--- config.mk ---
export PLATFORM = sky130hd
export DESIGN_NAME = muldiv_unit_flat
export DESIGN_NICKNAME = d
export VERILOG_FILES = /design/src/rtl/muldiv_if.sv /design/src/rtl/muldiv_unit.sv /design/src/flat_wrapper.sv
export SDC_FILE = /design/constraint.sdc
export NUM_CORES = 1
export LEC_CHECK = 0
export CORE_MARGIN = 1.5
export CORE_UTILIZATION = 45
export DETAILED_ROUTE_END_ITERATION = 7
export HOLD_SLACK_MARGIN = 0.02
export RECOVER_POWER = 100
export SLEW_MARGIN = 20
export SYNTH_ARGS = -nofsm -noshare
export SYNTH_HDL_FRONTEND = slang
export SYNTH_SLANG_ARGS = --single-unit
--- constraint.sdc ---
create_clock -name clk -period 4 [get_ports clk]
set_input_delay 0.4 -clock clk [delete_from_list [all_inputs] [get_ports clk]]
set_output_delay 0.4 -clock clk [all_outputs]
set_load 0.1 [all_outputs]
--- src/rtl/muldiv_if.sv ---
// muldiv_if: request/response bundle between the control unit and muldiv_unit.
//   start_i/kill_i/funct3_i/rs1_data_i/rs2_data_i/rd_addr_i : issue side
//   busy_o/done_o/result_o/rd_addr_o/wr_en_o                : completion / RF write side
// slave modport is the execution unit; master is the issuing control unit.
interface muldiv_if #(
  parameter int unsigned XLEN = 32
) ();
  logic            start_i;
  logic            kill_i;
  logic [2:0]      funct3_i;
  logic [XLEN-1:0] rs1_data_i;
  logic [XLEN-1:0] rs2_data_i;
  logic [4:0]      rd_addr_i;
  logic            busy_o;
  logic            done_o;
  logic [XLEN-1:0] result_o;
  logic [4:0]      rd_addr_o;
  logic            wr_en_o;

  modport slave (
    input  start_i, kill_i, funct3_i, rs1_data_i, rs2_data_i, rd_addr_i,
    output busy_o, done_o, result_o, rd_addr_o, wr_en_o
  );

  modport master (
    output start_i, kill_i, funct3_i, rs1_data_i, rs2_data_i, rd_addr_i,
    input  busy_o, done_o, result_o, rd_addr_o, wr_en_o
  );
endinterface

--- src/rtl/muldiv_unit.sv ---
// muldiv_unit: iterative RV32M multiply/divide unit (shift-add multiply,
// restoring divide), one operation in flight, fixed 34-cycle latency.
// Ports:
//   clk   - rising-edge clock
//   rst_n - asynchronous active-low reset
//   bus   - muldiv_if.slave: start/kill/funct3/operands/rd in;
//           busy/done/result/rd_addr/wr_en out (all registered)
module muldiv_unit #(
  parameter int unsigned XLEN  = 32,
  parameter int unsigned CNT_W = 6
) (
  input  logic     clk,
  input  logic     rst_n,
  muldiv_if.slave  bus
);

  localparam int unsigned     ACC_W     = 2 * XLEN;
  localparam logic [CNT_W-1:0] LAST_ITER = CNT_W'(XLEN - 1);
  localparam logic [XLEN-1:0]  INT_MIN   = {1'b1, {(XLEN-1){1'b0}}};

  localparam logic [2:0] F_MUL    = 3'b000;
  localparam logic [2:0] F_MULH   = 3'b001;
  localparam logic [2:0] F_MULHSU = 3'b010;
  localparam logic [2:0] F_MULHU  = 3'b011;
  localparam logic [2:0] F_DIV    = 3'b100;
  localparam logic [2:0] F_DIVU   = 3'b101;
  localparam logic [2:0] F_REM    = 3'b110;
  localparam logic [2:0] F_REMU   = 3'b111;

  typedef enum logic [1:0] {
    S_IDLE   = 2'd0,
    S_CALC   = 2'd1,
    S_ADJUST = 2'd2,
    S_DONE   = 2'd3
  } state_t;

  // Operation context captured when a start is accepted.
  typedef struct packed {
    logic [2:0]      funct3;
    logic            neg_a;   // operand A was negative and treated as signed
    logic            neg_b;   // operand B was negative and treated as signed
    logic            ovf;     // signed INT_MIN / -1
    logic [XLEN-1:0] a_raw;   // original dividend, returned on REM by zero
    logic [XLEN-1:0] a_mag;   // multiplicand magnitude / dividend magnitude
    logic [XLEN-1:0] b_mag;   // multiplier magnitude / divisor magnitude
  } op_ctx_t;

  state_t           state_q, state_d;
  logic [CNT_W-1:0] cnt_q, cnt_d;
  logic [ACC_W-1:0] acc_q, acc_d;
  op_ctx_t          ctx_q, ctx_d;
  logic [XLEN-1:0]  result_q, result_d;
  logic [4:0]       rd_addr_q, rd_addr_d;
  logic             busy_q, busy_d;
  logic             done_q, done_d;
  logic             wr_en_q, wr_en_d;

  op_ctx_t          new_ctx;
  logic             a_signed, b_signed;
  logic [ACC_W-1:0] mul_next, div_next;
  logic [XLEN:0]    mul_sum, div_trial;
  logic [ACC_W-1:0] prod_adj;
  logic [XLEN-1:0]  quo_adj, rem_adj, adj_result;
  logic             res_neg, b_zero;

  // Decode operand signedness and build the context for a new operation.
  always_comb begin
    a_signed = (bus.funct3_i == F_MULH) || (bus.funct3_i == F_MULHSU) ||
               (bus.funct3_i == F_DIV)  || (bus.funct3_i == F_REM);
    b_signed = (bus.funct3_i == F_MULH) || (bus.funct3_i == F_DIV) ||
               (bus.funct3_i == F_REM);
    new_ctx        = '0;
    new_ctx.funct3 = bus.funct3_i;
    new_ctx.neg_a  = a_signed & bus.rs1_data_i[XLEN-1];
    new_ctx.neg_b  = b_signed & bus.rs2_data_i[XLEN-1];
    new_ctx.ovf    = ((bus.funct3_i == F_DIV) || (bus.funct3_i == F_REM)) &&
                     (bus.rs1_data_i == INT_MIN) && (bus.rs2_data_i == '1);
    new_ctx.a_raw  = bus.rs1_data_i;
    new_ctx.a_mag  = new_ctx.neg_a ? -bus.rs1_data_i : bus.rs1_data_i;
    new_ctx.b_mag  = new_ctx.neg_b ? -bus.rs2_data_i : bus.rs2_data_i;
  end

  // One shift-add step: acc = {product high, remaining multiplier bits}.
  always_comb begin
    mul_sum  = {1'b0, acc_q[ACC_W-1:XLEN]} + {1'b0, ctx_q.a_mag};
    mul_next = acc_q[0] ? {mul_sum, acc_q[XLEN-1:1]}
                        : {1'b0, acc_q[ACC_W-1:1]};
  end

  // One restoring-divide step: acc = {partial remainder, dividend/quotient}.
  // Because remainder < divisor, bit XLEN of the trial is the borrow.
  always_comb begin
    div_trial = {acc_q[ACC_W-1:XLEN], acc_q[XLEN-1]} - {1'b0, ctx_q.b_mag};
    div_next  = div_trial[XLEN] ? {acc_q[ACC_W-2:0], 1'b0}
                                : {div_trial[XLEN-1:0], acc_q[XLEN-2:0], 1'b1};
  end

  // Sign correction, special cases and result selection.
  always_comb begin
    res_neg  = ctx_q.neg_a ^ ctx_q.neg_b;
    b_zero   = (ctx_q.b_mag == '0);
    prod_adj = res_neg ? -acc_q : acc_q;
    quo_adj  = res_neg ? -acc_q[XLEN-1:0] : acc_q[XLEN-1:0];
    rem_adj  = ctx_q.neg_a ? -acc_q[ACC_W-1:XLEN] : acc_q[ACC_W-1:XLEN];
    adj_result = '0;
    case (ctx_q.funct3)
      F_MUL:                     adj_result = prod_adj[XLEN-1:0];
      F_MULH, F_MULHSU, F_MULHU: adj_result = prod_adj[ACC_W-1:XLEN];
      F_DIV, F_DIVU: begin
        if (b_zero)         adj_result = '1;
        else if (ctx_q.ovf) adj_result = INT_MIN;
        else                adj_result = quo_adj;
      end
      F_REM, F_REMU: begin
        if (b_zero)         adj_result = ctx_q.a_raw;
        else if (ctx_q.ovf) adj_result = '0;
        else                adj_result = rem_adj;
      end
      default:              adj_result = '0;
    endcase
  end

  // Next-state and registered-output logic.
  always_comb begin
    state_d   = state_q;
    cnt_d     = cnt_q;
    acc_d     = acc_q;
    ctx_d     = ctx_q;
    result_d  = result_q;
    rd_addr_d = rd_addr_q;
    done_d    = 1'b0;
    wr_en_d   = 1'b0;
    busy_d    = 1'b0;

    case (state_q)
      S_IDLE: begin
        // kill takes priority over a simultaneous start
        if (bus.start_i && !bus.kill_i) begin
          ctx_d     = new_ctx;
          rd_addr_d = bus.rd_addr_i;
          cnt_d     = '0;
          acc_d     = new_ctx.funct3[2] ? {XLEN'(0), new_ctx.a_mag}
                                        : {XLEN'(0), new_ctx.b_mag};
          state_d   = S_CALC;
        end
      end
      S_CALC: begin
        if (bus.kill_i) begin
          state_d = S_IDLE;
        end else begin
          acc_d = ctx_q.funct3[2] ? div_next : mul_next;
          cnt_d = cnt_q + CNT_W'(1);
          if (cnt_q == LAST_ITER) state_d = S_ADJUST;
        end
      end
      S_ADJUST: begin
        if (bus.kill_i) begin
          state_d = S_IDLE;
        end else begin
          result_d = adj_result;
          done_d   = 1'b1;
          wr_en_d  = (rd_addr_q != 5'd0);
          state_d  = S_DONE;
        end
      end
      S_DONE: begin
        state_d = S_IDLE;
      end
      default: begin
        state_d = S_IDLE;
      end
    endcase

    busy_d = (state_d != S_IDLE);
  end

  always_ff @(posedge clk or negedge rst_n) begin
    if (!rst_n) begin
      state_q   <= S_IDLE;
      cnt_q     <= '0;
      acc_q     <= '0;
      ctx_q     <= '0;
      result_q  <= '0;
      rd_addr_q <= '0;
      busy_q    <= 1'b0;
      done_q    <= 1'b0;
      wr_en_q   <= 1'b0;
    end else begin
      state_q   <= state_d;
      cnt_q     <= cnt_d;
      acc_q     <= acc_d;
      ctx_q     <= ctx_d;
      result_q  <= result_d;
      rd_addr_q <= rd_addr_d;
      busy_q    <= busy_d;
      done_q    <= done_d;
      wr_en_q   <= wr_en_d;
    end
  end

  assign bus.busy_o    = busy_q;
  assign bus.done_o    = done_q;
  assign bus.result_o  = result_q;
  assign bus.rd_addr_o = rd_addr_q;
  assign bus.wr_en_o   = wr_en_q;

endmodule

--- src/flat_wrapper.sv ---
// flat-port wrapper written by rule: the top's interface ports become plain ports
module muldiv_unit_flat 
#(
  parameter int unsigned XLEN  = 32,
  parameter int unsigned CNT_W = 6
)
  (clk, rst_n, bus_start_i, bus_kill_i, bus_funct3_i, bus_rs1_data_i, bus_rs2_data_i, bus_rd_addr_i, bus_busy_o, bus_done_o, bus_result_o, bus_rd_addr_o, bus_wr_en_o);
  muldiv_if #(.XLEN(XLEN)) bus_i ();
  input  logic clk;
  input  logic rst_n;
  input wire logic [$bits(bus_i.start_i)-1:0] bus_start_i;
  input wire logic [$bits(bus_i.kill_i)-1:0] bus_kill_i;
  input wire logic [$bits(bus_i.funct3_i)-1:0] bus_funct3_i;
  input wire logic [$bits(bus_i.rs1_data_i)-1:0] bus_rs1_data_i;
  input wire logic [$bits(bus_i.rs2_data_i)-1:0] bus_rs2_data_i;
  input wire logic [$bits(bus_i.rd_addr_i)-1:0] bus_rd_addr_i;
  output wire logic [$bits(bus_i.busy_o)-1:0] bus_busy_o;
  output wire logic [$bits(bus_i.done_o)-1:0] bus_done_o;
  output wire logic [$bits(bus_i.result_o)-1:0] bus_result_o;
  output wire logic [$bits(bus_i.rd_addr_o)-1:0] bus_rd_addr_o;
  output wire logic [$bits(bus_i.wr_en_o)-1:0] bus_wr_en_o;
  assign bus_i.start_i = bus_start_i;
  assign bus_i.kill_i = bus_kill_i;
  assign bus_i.funct3_i = bus_funct3_i;
  assign bus_i.rs1_data_i = bus_rs1_data_i;
  assign bus_i.rs2_data_i = bus_rs2_data_i;
  assign bus_i.rd_addr_i = bus_rd_addr_i;
  assign bus_busy_o = bus_i.busy_o;
  assign bus_done_o = bus_i.done_o;
  assign bus_result_o = bus_i.result_o;
  assign bus_rd_addr_o = bus_i.rd_addr_o;
  assign bus_wr_en_o = bus_i.wr_en_o;
  muldiv_unit #(.XLEN(XLEN), .CNT_W(CNT_W)) u_core (.clk(clk), .rst_n(rst_n), .bus(bus_i));
endmodule
# After elaboration in Yosys (flattened, before gate mapping)

Index checks and enable logic that the tools add are counted.

Output and inout bits: 40
Latch bits: 0
Memory bits (writable): 0
Memories kept: 0
ROM bits: 0
Register bits: 214
Word-level logic and storage cells: 97

Divide/modulo/power cells: 0
Reduce and logical (&&, ||, !) cells: 22
Multiply operators: 0
Bitwise gates (word level): 4
Muxes and demuxes: 29
Order comparisons: 0
$add $sub $neg: 8
Equality and inequality tests: 19
Shifts and indexed selects: 0

Operators with widths:

| operator               | count |
|---|---|
| $mux W64               | 6 |
| $mux W32               | 9 |
| $neg A32 Y32           | 4 |
| $pmux W32 S4           | 1 |
| $pmux W64 S2           | 1 |
| $eq A32 B32 Y1 const B | 2 |
| $neg A64 Y64           | 1 |
| $add A32 B32 Y33       | 1 |
| $sub A33 B32 Y33       | 1 |
| $logic_not A32 Y1      | 1 |
| $eq A3 B3 Y1 const B   | 6 |
| $mux W6                | 2 |
| $pmux W6 S2            | 1 |
| $eq A3 B2 Y1 const B   | 3 |
| $mux W2                | 4 |
| $pmux W2 S4            | 1 |
| $add A6 B1 Y6 const B  | 1 |
| $eq A3 B1 Y1 const B   | 2 |
| $eq A6 B5 Y1 const B   | 1 |
| $logic_or A1 B1 Y1     | 6 |
| $reduce_bool A5 Y1     | 1 |
| $eq A2 B2 Y1 const B   | 2 |
| $mux W1                | 4 |
| $reduce_and A2 Y1      | 2 |
| other kinds (14)       | 19 |

# Depth between registers and ports, before layout

Gate-level depths: netlist of the first run.

Depth after elaboration: 9
Gate-level depth with buffers: 14
Mapped depth without buffers: 13

# Least setup slack after synthesis of the first run

No wires, ideal clock.

Path type: register to register
Start point: reg u_core.acc_q[36]
End point: reg u_core.acc_q[62]
Path slack: 0.784 ns
Cell stages (with the launch flop): 12
Data required time: 3.913 ns
Path buffers: 0
Library setup time: 0.087 ns
Data arrival time: 3.129 ns
Cell sequence: dfrtp_1 -> ha_1 -> o211ai_1 -> o21ai_0 -> a211oi_1 -> o31ai_1 -> a21oi_1 -> o311ai_0 -> nand4_1 -> a21oi_1 -> mux2_2 -> a22oi_1

Cells in the longest elaborated chain, start to end: 5
Elaborated cells on any way between the ends: 7
Those cells by class: 2 x add/sub; 5 x mux

RTL lines:

| element                                                     | line                                 | RTL |
|---|---|---|
| start, declared                                             | muldiv_unit.sv:50                    | `logic [ACC_W-1:0] acc_q, acc_d;` |
| start signal, assigned                                      | muldiv_unit.sv:181                   | `acc_q <= '0;` |
| start signal, assigned                                      | muldiv_unit.sv:191                   | `acc_q <= acc_d;` |
| $sub A33 B32 Y33 / $add A32 B32 Y33 (equally long branches) | muldiv_unit.sv:93, muldiv_unit.sv:85 |  |
| $mux W64 (on tied branches)                                 | muldiv_unit.sv:94, muldiv_unit.sv:86 |  |
| $mux W64 (*)                                                | muldiv_unit.sv:151                   | `acc_d = ctx_q.funct3[2] ? div_next : mul_next;` |
| $mux W64 (*)                                                | muldiv_unit.sv:148                   | `if (bus.kill_i) begin` |
| $pmux W64 S2 (*)                                            | muldiv_unit.sv:135                   | `case (state_q)` |

Every way passes the cells marked *; elsewhere a longest branch is shown, timed or not. The select of a mux whose other input is x is not followed.
A chain may end at the register's enable or synchronous reset.

# Worst setup path in the final report of the first run

Start point: reg u_core.acc_q[32]
End point: reg u_core.result_q[30] (netlist: u_core.bus.result_o[30])

Cells in the longest elaborated chain, start to end: 5
Elaborated cells on any way between the ends: 7
Those cells by class: 2 x add/sub; 5 x mux

RTL lines:

| element              | line               | RTL |
|---|---|---|
| $neg A32 Y32         | muldiv_unit.sv:104 | `rem_adj = ctx_q.neg_a ? -acc_q[ACC_W-1:XLEN] : acc_q[ACC_W-1:XLEN];` |
| $mux W32             | muldiv_unit.sv:104 |  |
| $mux W32             | muldiv_unit.sv:116 | `else if (ctx_q.ovf) adj_result = '0;` |
| $mux W32             | muldiv_unit.sv:115 | `if (b_zero) adj_result = ctx_q.a_raw;` |
| $pmux W32 S4 (*)     | muldiv_unit.sv:106 | `case (ctx_q.funct3)` |
| end signal, assigned | muldiv_unit.sv:193 | `result_q <= result_d;` |
| end, declared        | muldiv_unit.sv:52  | `logic [XLEN-1:0] result_q, result_d;` |

Every way passes the cells marked *; elsewhere a longest branch is shown, timed or not.

==> results of run 1 <==
[report_power, final]
group	leakage [nW]	internal (W)	switching (W)
clock network	0.415	0.00142	0.000976
logic	5.62	0.00256	0.00416
registers	2.71	0.00255	0.000553
total	8.75	0.00653	0.00569
[routing by layer]
| layer | track usage (%) | vias to the layer above |
|---|---|---|
| li1 | - | 8192 |
| met1 | 47.27 | 8702 |
| met2 | 52.64 | 867 |
| met3 | 4.906 | 153 |
| met4 | 14.15 | 0 |
| met5 | 0 | - |
[synthesized netlist by cell type (all sizes together), types with 15 or more instances]
master	number	area share (%)
a211oi	30	1.3
a21o	38	1.6
a21oi	197	5.7
a221oi	15	0.79
a31oi	36	1.3
buf	20	0.49
clkbuf	143	3.1
dfrtp	213	31
ha	70	5.0
inv	60	1.3
mux2i	62	3.6
nand2	342	7.4
nand2b	21	0.80
nand3	29	0.83
nand4	28	1.0
nor2	164	3.5
nor2b	19	0.68
nor3	60	1.8
nor4	30	1.3
o21ai	226	6.5
o221ai	26	1.3
o31ai	24	1.0
or3	21	0.78
xnor2	105	5.3
xor2	94	4.8
[critical path: cells and delay by family (launching register included)]
| kind | cells | cell delay [ps] |
|---|---|---|
| and+or+nand+nor | 5 | 2040 |
| AOI/OAI and AO/OA | 5 | 710 |
| DFF | 1 | 460 |
| buffers and inverters | 1 | 230 |
| adders and majority gates | 1 | 230 |
[cells in the final DEF, fill, tap and decap left out, drive strengths merged, types with 60 or more instances in the layout]
cell | synthesis | layout
xnor2 | 105 | 105
xor2 | 94 | 94
ha | 70 | 70
a21oi | 197 | 197
nor3 | 60 | 60
o21ai | 226 | 226
mux2i | 62 | 62
clkdlybuf4s50 | 0 | 69
dfrtp | 213 | 213
inv | 60 | 60
nor2 | 164 | 164
buf | 20 | 71
nand2 | 342 | 342
[state kept, by name, summed over array words and instances (netlist names)]
signal	cells
u_core.cnt_q	6
u_core.bus.busy_o	1
u_core.acc_q	64
u_core.ctx_q	101
u_core.bus.done_o	1
u_core.bus.result_o	32
u_core.bus.wr_en_o	1
u_core.bus.rd_addr_o	5
u_core.state_q	2
[cells by family after synthesis]
family,synth area share [%]
flip-flops,30.57
buffers and inverters,4.908
AND/OR/NAND/NOR,20.28
AO/OA/AOI/OAI,25.27
adder cells (fa/ha/maj),5.253
multiplexers,3.688
XOR/XNOR,10.04
[final cells by class]
class                           count  area [sq um]
Clock buffer                       37         743.2
Fill cell                        3682         17890
Multi-Input combinational cell   1812         11230
Tap cell                          511         639.4
Inverter                           62         232.7
Clock inverter                     10         108.9
Sequential cell                   213          5334
Timing Repair Buffer              200          1752
[worst paths after layout]
| path | startpoint | to | slack [ps] | cells past startpoint |
|---|---|---|---|---|
| max | u_core.acc_q[32] | u_core.bus.result_o[30] | 210 | 12 |
| min | bus_rd_addr_i[0] | u_core.bus.rd_addr_o[0] | 380 | 3 |
| max reg2reg | u_core.acc_q[32] | u_core.bus.result_o[30] | 210 | 12 |
| min reg2reg | u_core.bus.result_o[15] | u_core.bus.result_o[15] | 470 | 1 |
| max in group asynchronous | rst_n | u_core.cnt_q[4] | 1500 | 3 |
| min in group asynchronous | rst_n | u_core.ctx_q[43] | 510 | 2 |
[through the flow]
step	area [sq um]	utilization [%]
after floorplan	17440	-
after global placement	19310	50.92
after detailed placement	19310	50.92
after CTS	20180	53.19
after global routing	20040	52.84
final	20040	52.84
==> summary.md, run 1 <==
| Metric | Value |
|---|---|
| DRT iter0 DRCs | `1982` |
| CTS tree | `done` |
| Most used cell, CP | `a211oi_1` |
| Setup-failing EPs final | `0` |
| Critical path peak fanout | `8` |
| Post-cts resize count | `0` |
| Worst vdd ir | `approximately 0.28 mV` |
| Ports | `approximately 120` |
| Setup TNS Final | `0 ps` |
| Crit-path cells | `inv_1 -> ha_1 -> or3b_2 -> nor4b_2 -> nand3_1 -> or3_1 -> nor3_2 -> a211oi_1 -> a31oi_1 -> o22ai_1 -> a211oi_1 -> o21ai_0` |
| CTS clock-pin slew for the worst setup and hold paths | `60 ps` |
| Skew final | `approximately 15 ps` |
| GRT overflow | `0` |
| Post-synthesis net count | `2398` |
| Num CTS Buffers | `26` |
| Pre-CTS WS | `228.9 ps` |
| Rows | `around 70` |
| Initial antenna violation count | `0` |
| Met2 wire len | `29680 um` |
| Hold Path Class | `in -> reg` |
| Worst hold slack | `376.4 ps` |
| Syn Inst Count | `2250` |
| Die footprint | `around 0.04 sq mm` |
| Gpl congestion | `0.9750` |
| WS Path Type | `reg -> reg` |
| Met3 wire length | `5304 um` |
| Ant. Diodes | `0` |
| Max Buffers Root-to-Sink | `3` |
| Post-Route M1 WL | `29550 um` |
| Largest net degree at the start of global routing | `115` |
| Global-route wire length before repair | `102200 um` |
| Vias in the first global route | `16.88k` |
| Slew at the pin closest to its max-slew limit | `2105 ps` |
| Leak pwr | `8.749 nW` |
| Post-CTS Setup Inserts | `0` |
| CP endpoint kind | `register` |
| Post-synth ARST share | `100.0%` |
| Number of synthesized flops with an enable pin | `0` |
| Htree depth | `1` |
| Worst setup SP type | `register` |
| Total GRT Usage | `roughly a third` |
| Tcrit/Tclk final | `a little over nine tenths` |
| Via Count | `17.91k` |
| Vias per std cell | `6.297` |
| Slowest-stage cell, CP | `or3b_2` |
| Post-synth top flop | `dfrtp_1` |
| Placeable Area | `0.03793 sq mm` |
| Layout cell share with drive strength beyond 1 | `6.127%` |
| Part of the Yosys area used for sequential elements | `30.57%` |
| Slew headroom | `-40.33%` |
| Placed Cells | `2797` |
| WL per Instance | `23.83 um` |
| Worst path arrival time | `4220 ps` |
| Outcome | `finished with violations` |
| Hold_buf cts | `1` |
| Syn Area/Cell | `7.750 sq um` |
| ANT nets after route | `0` |
| Later-pin clock latency in the skew report | `550 ps` |
| Area growth syn-to-layout | `14.95%` |
| Largest stage delay, worst path | `520 ps` |
| Ys Warns | `0` |
| Max-slew violation count | `266` |
| WL final | `67810 um` |
| Mapped Area | `0.01744 sq mm` |
| RSZ-0062 raised after global routing | `no` |
| Netlist cell types | `76` |
| Die height | `199.8 um` |
| MaxCap Viol Count | `5` |
| # DRC | `0` |
| Chip width | `199.8 um` |
| Pre-antenna DRT Iters | `8` |
| Dpl hpwl | `between 50000 and 60000 um` |
| Hold Vio Cnt, Final | `0` |
| Crit path time final | `3787 ps` |
| Top sig layer | `met4` |
| Initial Util | `45.97%` |
| Failing checks | `capacitance limit, slew limit` |
| Synth Register Bits | `213` |
| Worst Path Required | `between 4000 and 5000 ps` |
| PwrDens | `609.8 mW/mm^2` |
| # nets final | `2463` |
| CTS sink count | `213` |
| Root buf cell | `clkbuf_16` |
| Final WS setup | `213.1 ps` |
| Final Non-Filler Cells | `2845` |
| PortBufs | `115` |
| Highest clock rate | `0.2641 GHz` |
| Overall Power | `0.01222 W` |
Note: power is estimated with default switching activity, not from simulation.
==> run 2, diff against run 1 <==
--- a/config.mk
+++ b/config.mk
@@ -5,7 +5,7 @@
 export SDC_FILE = /design/constraint.sdc
 export NUM_CORES = 1
 export LEC_CHECK = 0
-export CORE_MARGIN = 1.5
+export CORE_MARGIN = 2
 export CORE_UTILIZATION = 45
 export DETAILED_ROUTE_END_ITERATION = 7
 export HOLD_SLACK_MARGIN = 0.02
==> run 2 against run 1 <==
  * The flow still finishes with violations (capacitance limit, slew limit)
  * Largest cell class unchanged
  * Core utilization down 0.51 points
  * Clock power is 2% lower
  * Power down 0.13%
  * Count of clock-buffer cells in the layout rose by 1
  * Wire length up 2.1%
  * Worst hold slack worse by 2.1 ps
  * Non-clock buffer count rose by 10
  * Cell area rose by 0.44%
  * Clock skew fell by 6.8 ps
  * Setup slack better by 49 ps
  * Global-route usage down 0.15 points
  * Register-to-register slack improved by 50 ps
==> summary.md, run 2 (same netlist as run 1, synthesis figures left out) <==
| Metric | Value |
|---|---|
| Area of the multi-input gates | `0.01125 sq mm (was 0.01123 sq mm)` |
| Die footprint | `0.04034 sq mm (was 0.03994 sq mm)` |
| Later-pin clock latency in the skew report | `560 ps (was 550 ps)` |
| Highest clock rate | `0.2676 GHz (was 0.2641 GHz)` |
| PortBufs | `115 (unchanged)` |
| Reg area | `0.005334 sq mm (unchanged)` |
| Number of flip-flops under the largest register name | `101 (unchanged)` |
| WS Path Type | `reg -> reg (unchanged)` |
| CTS clock-pin slew for the worst setup and hold paths | `60 ps (about the same)` |
| Rows | `72 (was 71)` |
| GRT overflow | `0 (unchanged)` |
| Placed Cells | `2814 (was 2797)` |
| Setup-failing EPs final | `0 (unchanged)` |
| ANT nets after route | `0 (unchanged)` |
| Hold Path Class | `in -> reg (unchanged)` |
| Pre-CTS WS | `214.8 ps (was 228.9 ps)` |
| Dpl hpwl | `52790 um (was 51550 um)` |
| Overall Power | `0.01221 W (was 0.01222 W)` |
| Global-route wire length before repair | `104800 um (was 102200 um)` |
| Post-cts resize count | `0 (unchanged)` |
| Initial antenna violation count | `1 (was 0)` |
| Layout cell share with drive strength beyond 1 | `6.447% (was 6.127%)` |
| CTS tree | `done (unchanged)` |
| CP startpoint | `u_core.acc_q[32] (unchanged)` |
| Worst R2R Path Depth | `13 (was 12)` |
| Vias in the first global route | `17.11k (was 16.88k)` |
| Die height | `200.8 um (was 199.8 um)` |
| MaxCap Viol Count | `6 (was 5)` |
| Pre-antenna DRT Iters | `7 (was 8)` |
| R2r setup slk | `260 ps (was 210 ps)` |
| RSZ-0062 raised after global routing | `no (unchanged)` |
| Placed cell area | `0.01944 sq mm (was 0.01931 sq mm)` |
| Max-slew violation count | `395 (was 266)` |
| Gpl congestion | `0.9929 (was 0.9750)` |
| Initial Util | `45.33% (was 45.97%)` |
| R2r startpoint | `u_core.acc_q[32] (unchanged)` |
| Critical path peak fanout | `28 (was 8)` |
| Worst vdd ir | `0.2939 mV (was 0.2808 mV)` |
| Vias per std cell | `6.246 (was 6.297)` |
| DRT iter0 DRCs | `1761 (was 1982)` |
| Biggest register | `u_core.ctx_q (unchanged)` |
| Slew at the pin closest to its max-slew limit | `2352 ps (was 2105 ps)` |
| Worst R2R End | `u_core.acc_q[43] (was u_core.bus.result_o[30])` |
| Via Count | `17.87k (was 17.91k)` |
| Worst Path Required | `4440 ps (was 4430 ps)` |
| Largest net degree at the start of global routing | `155 (was 115)` |
| Tcrit/Tclk final | `93.44% (was 94.67%)` |
| Root buf cell | `clkbuf_16 (unchanged)` |
| Max Buffers Root-to-Sink | `3 (unchanged)` |
| Slew headroom | `-56.78% (was -40.33%)` |
| Failing checks | `capacitance limit, slew limit (unchanged)` |
| Crit path time final | `3738 ps (was 3787 ps)` |
| Leak pwr | `8.792 nW (was 8.749 nW)` |
| # nets final | `2474 (was 2463)` |
| Skew final | `8.659 ps (was 15.45 ps)` |
| Setup TNS Final | `0 ps (unchanged)` |
| Placeable Area | `0.03847 sq mm (was 0.03793 sq mm)` |
| Final Cell Area | `0.02013 sq mm (was 0.02004 sq mm)` |
| Commonest cells after routing, fill and taps aside | `342 x nand2_1, 225 x o21ai_0, 212 x dfrtp_1, 196 x a21oi_1, 162 x nor2_1 (unchanged)` |
| WL final | `69260 um (was 67810 um)` |
| Outcome | `finished with violations (unchanged)` |
| CTS sink count | `213 (unchanged)` |
| Final Non-Filler Cells | `2861 (was 2845)` |
| Ports | `116 (unchanged)` |
| # DRC | `0 (unchanged)` |
| Area growth syn-to-layout | `15.45% (was 14.95%)` |
| Worst path arrival time | `4180 ps (was 4220 ps)` |
| Commonest non-fill, non-tap cell in the layout | `nand2_1 (unchanged)` |
| Hold Vio Cnt, Final | `0 (unchanged)` |
| CP endpoint kind | `register (unchanged)` |
| Htree depth | `1 (unchanged)` |
| PwrDens | `606.3 mW/mm^2 (was 609.8 mW/mm^2)` |
| Final WS setup | `262.4 ps (was 213.1 ps)` |
| Worst setup SP type | `register (unchanged)` |
| Chip width | `200.8 um (was 199.8 um)` |
| Total GRT Usage | `33.78% (was 33.93%)` |
| Num CTS Buffers | `27 (was 26)` |
| Fill count | `3812 (was 3682)` |
| WL per Instance | `24.21 um (was 23.83 um)` |
| Last element of the critical path | `u_core.acc_q[43] (was u_core.bus.result_o[30])` |
-- run 2: routing by layer --
metal,vias to the layer above,GRT usage (%),share of wire [%]
met4,2,13.89,4.6
met2,806,53.09,45
met1,8688,46.60,43
met5,-,0,0.017
met3,155,5.097,7.7
li1,8219,-,-
-- run 2: repair_timing --
item / in CTS / in global routing
buffers inserted: 0 / 0
endpoints found under the setup margin: 0 / 0
hold buffers: 1 / 0
endpoints found under the hold margin: 55 / 0
-- run 2: per-stage QoR --
stage / util [%] / hold WS [ps]
floorplan: - / 104.4
global placement: 50.53 / 384.5
detailed placement: 50.53 / 391.0
CTS: 52.68 / 370.9
global route: 52.33 / 408.7
finish: 52.33 / 374.3
-- run 2: cell type report --
| class | instances | area share [%] |
|---|---|---|
| multi-input combinational | 1812 | 55.90 |
| sequential | 213 | 26.50 |
| timing repair buffer | 210 | 9.149 |
| clock buffer | 38 | 3.760 |
| tap | 518 | 3.220 |
| inverter | 62 | 1.156 |
| clock inverter | 7 | 0.3108 |
| antenna | 1 | 0.01243 |
-- run 2: power breakdown --
part | total, W | leakage, nW | switching [W] | internal [W]
Clock | 0.00235 | 0.404 | 0.000983 | 0.00136
Combinational | 0.00674 | 5.68 | 0.00416 | 0.00258
Sequential | 0.00312 | 2.71 | 0.000571 | 0.00255
-- run 2: critical path, stage by stage (launching register included) --
cell and delay, ps:
dfrtp_1 460, inv_1 180, fa_1 440, nand2b_1 200
a21oi_1 270, nor2b_1 140, a211oi_1 410, nor2_1 150
a21oi_2 260, xor2_2 150, clkbuf_4 410, mux2i_1 240
a221oi_1 100, a21o_1 190
-- run 2: worst min-delay path by stage --
stage,startpoint,endpoint,cells past startpoint
floorplan,rst_n,u_core.acc_q[0],0
global placement,rst_n,u_core.ctx_q[42],1
detailed placement,rst_n,u_core.ctx_q[43],1
CTS,bus_rd_addr_i[1],u_core.bus.rd_addr_o[1],3
global route,bus_rd_addr_i[1],u_core.bus.rd_addr_o[1],3
finish,bus_rd_addr_i[4],u_core.bus.rd_addr_o[4],3
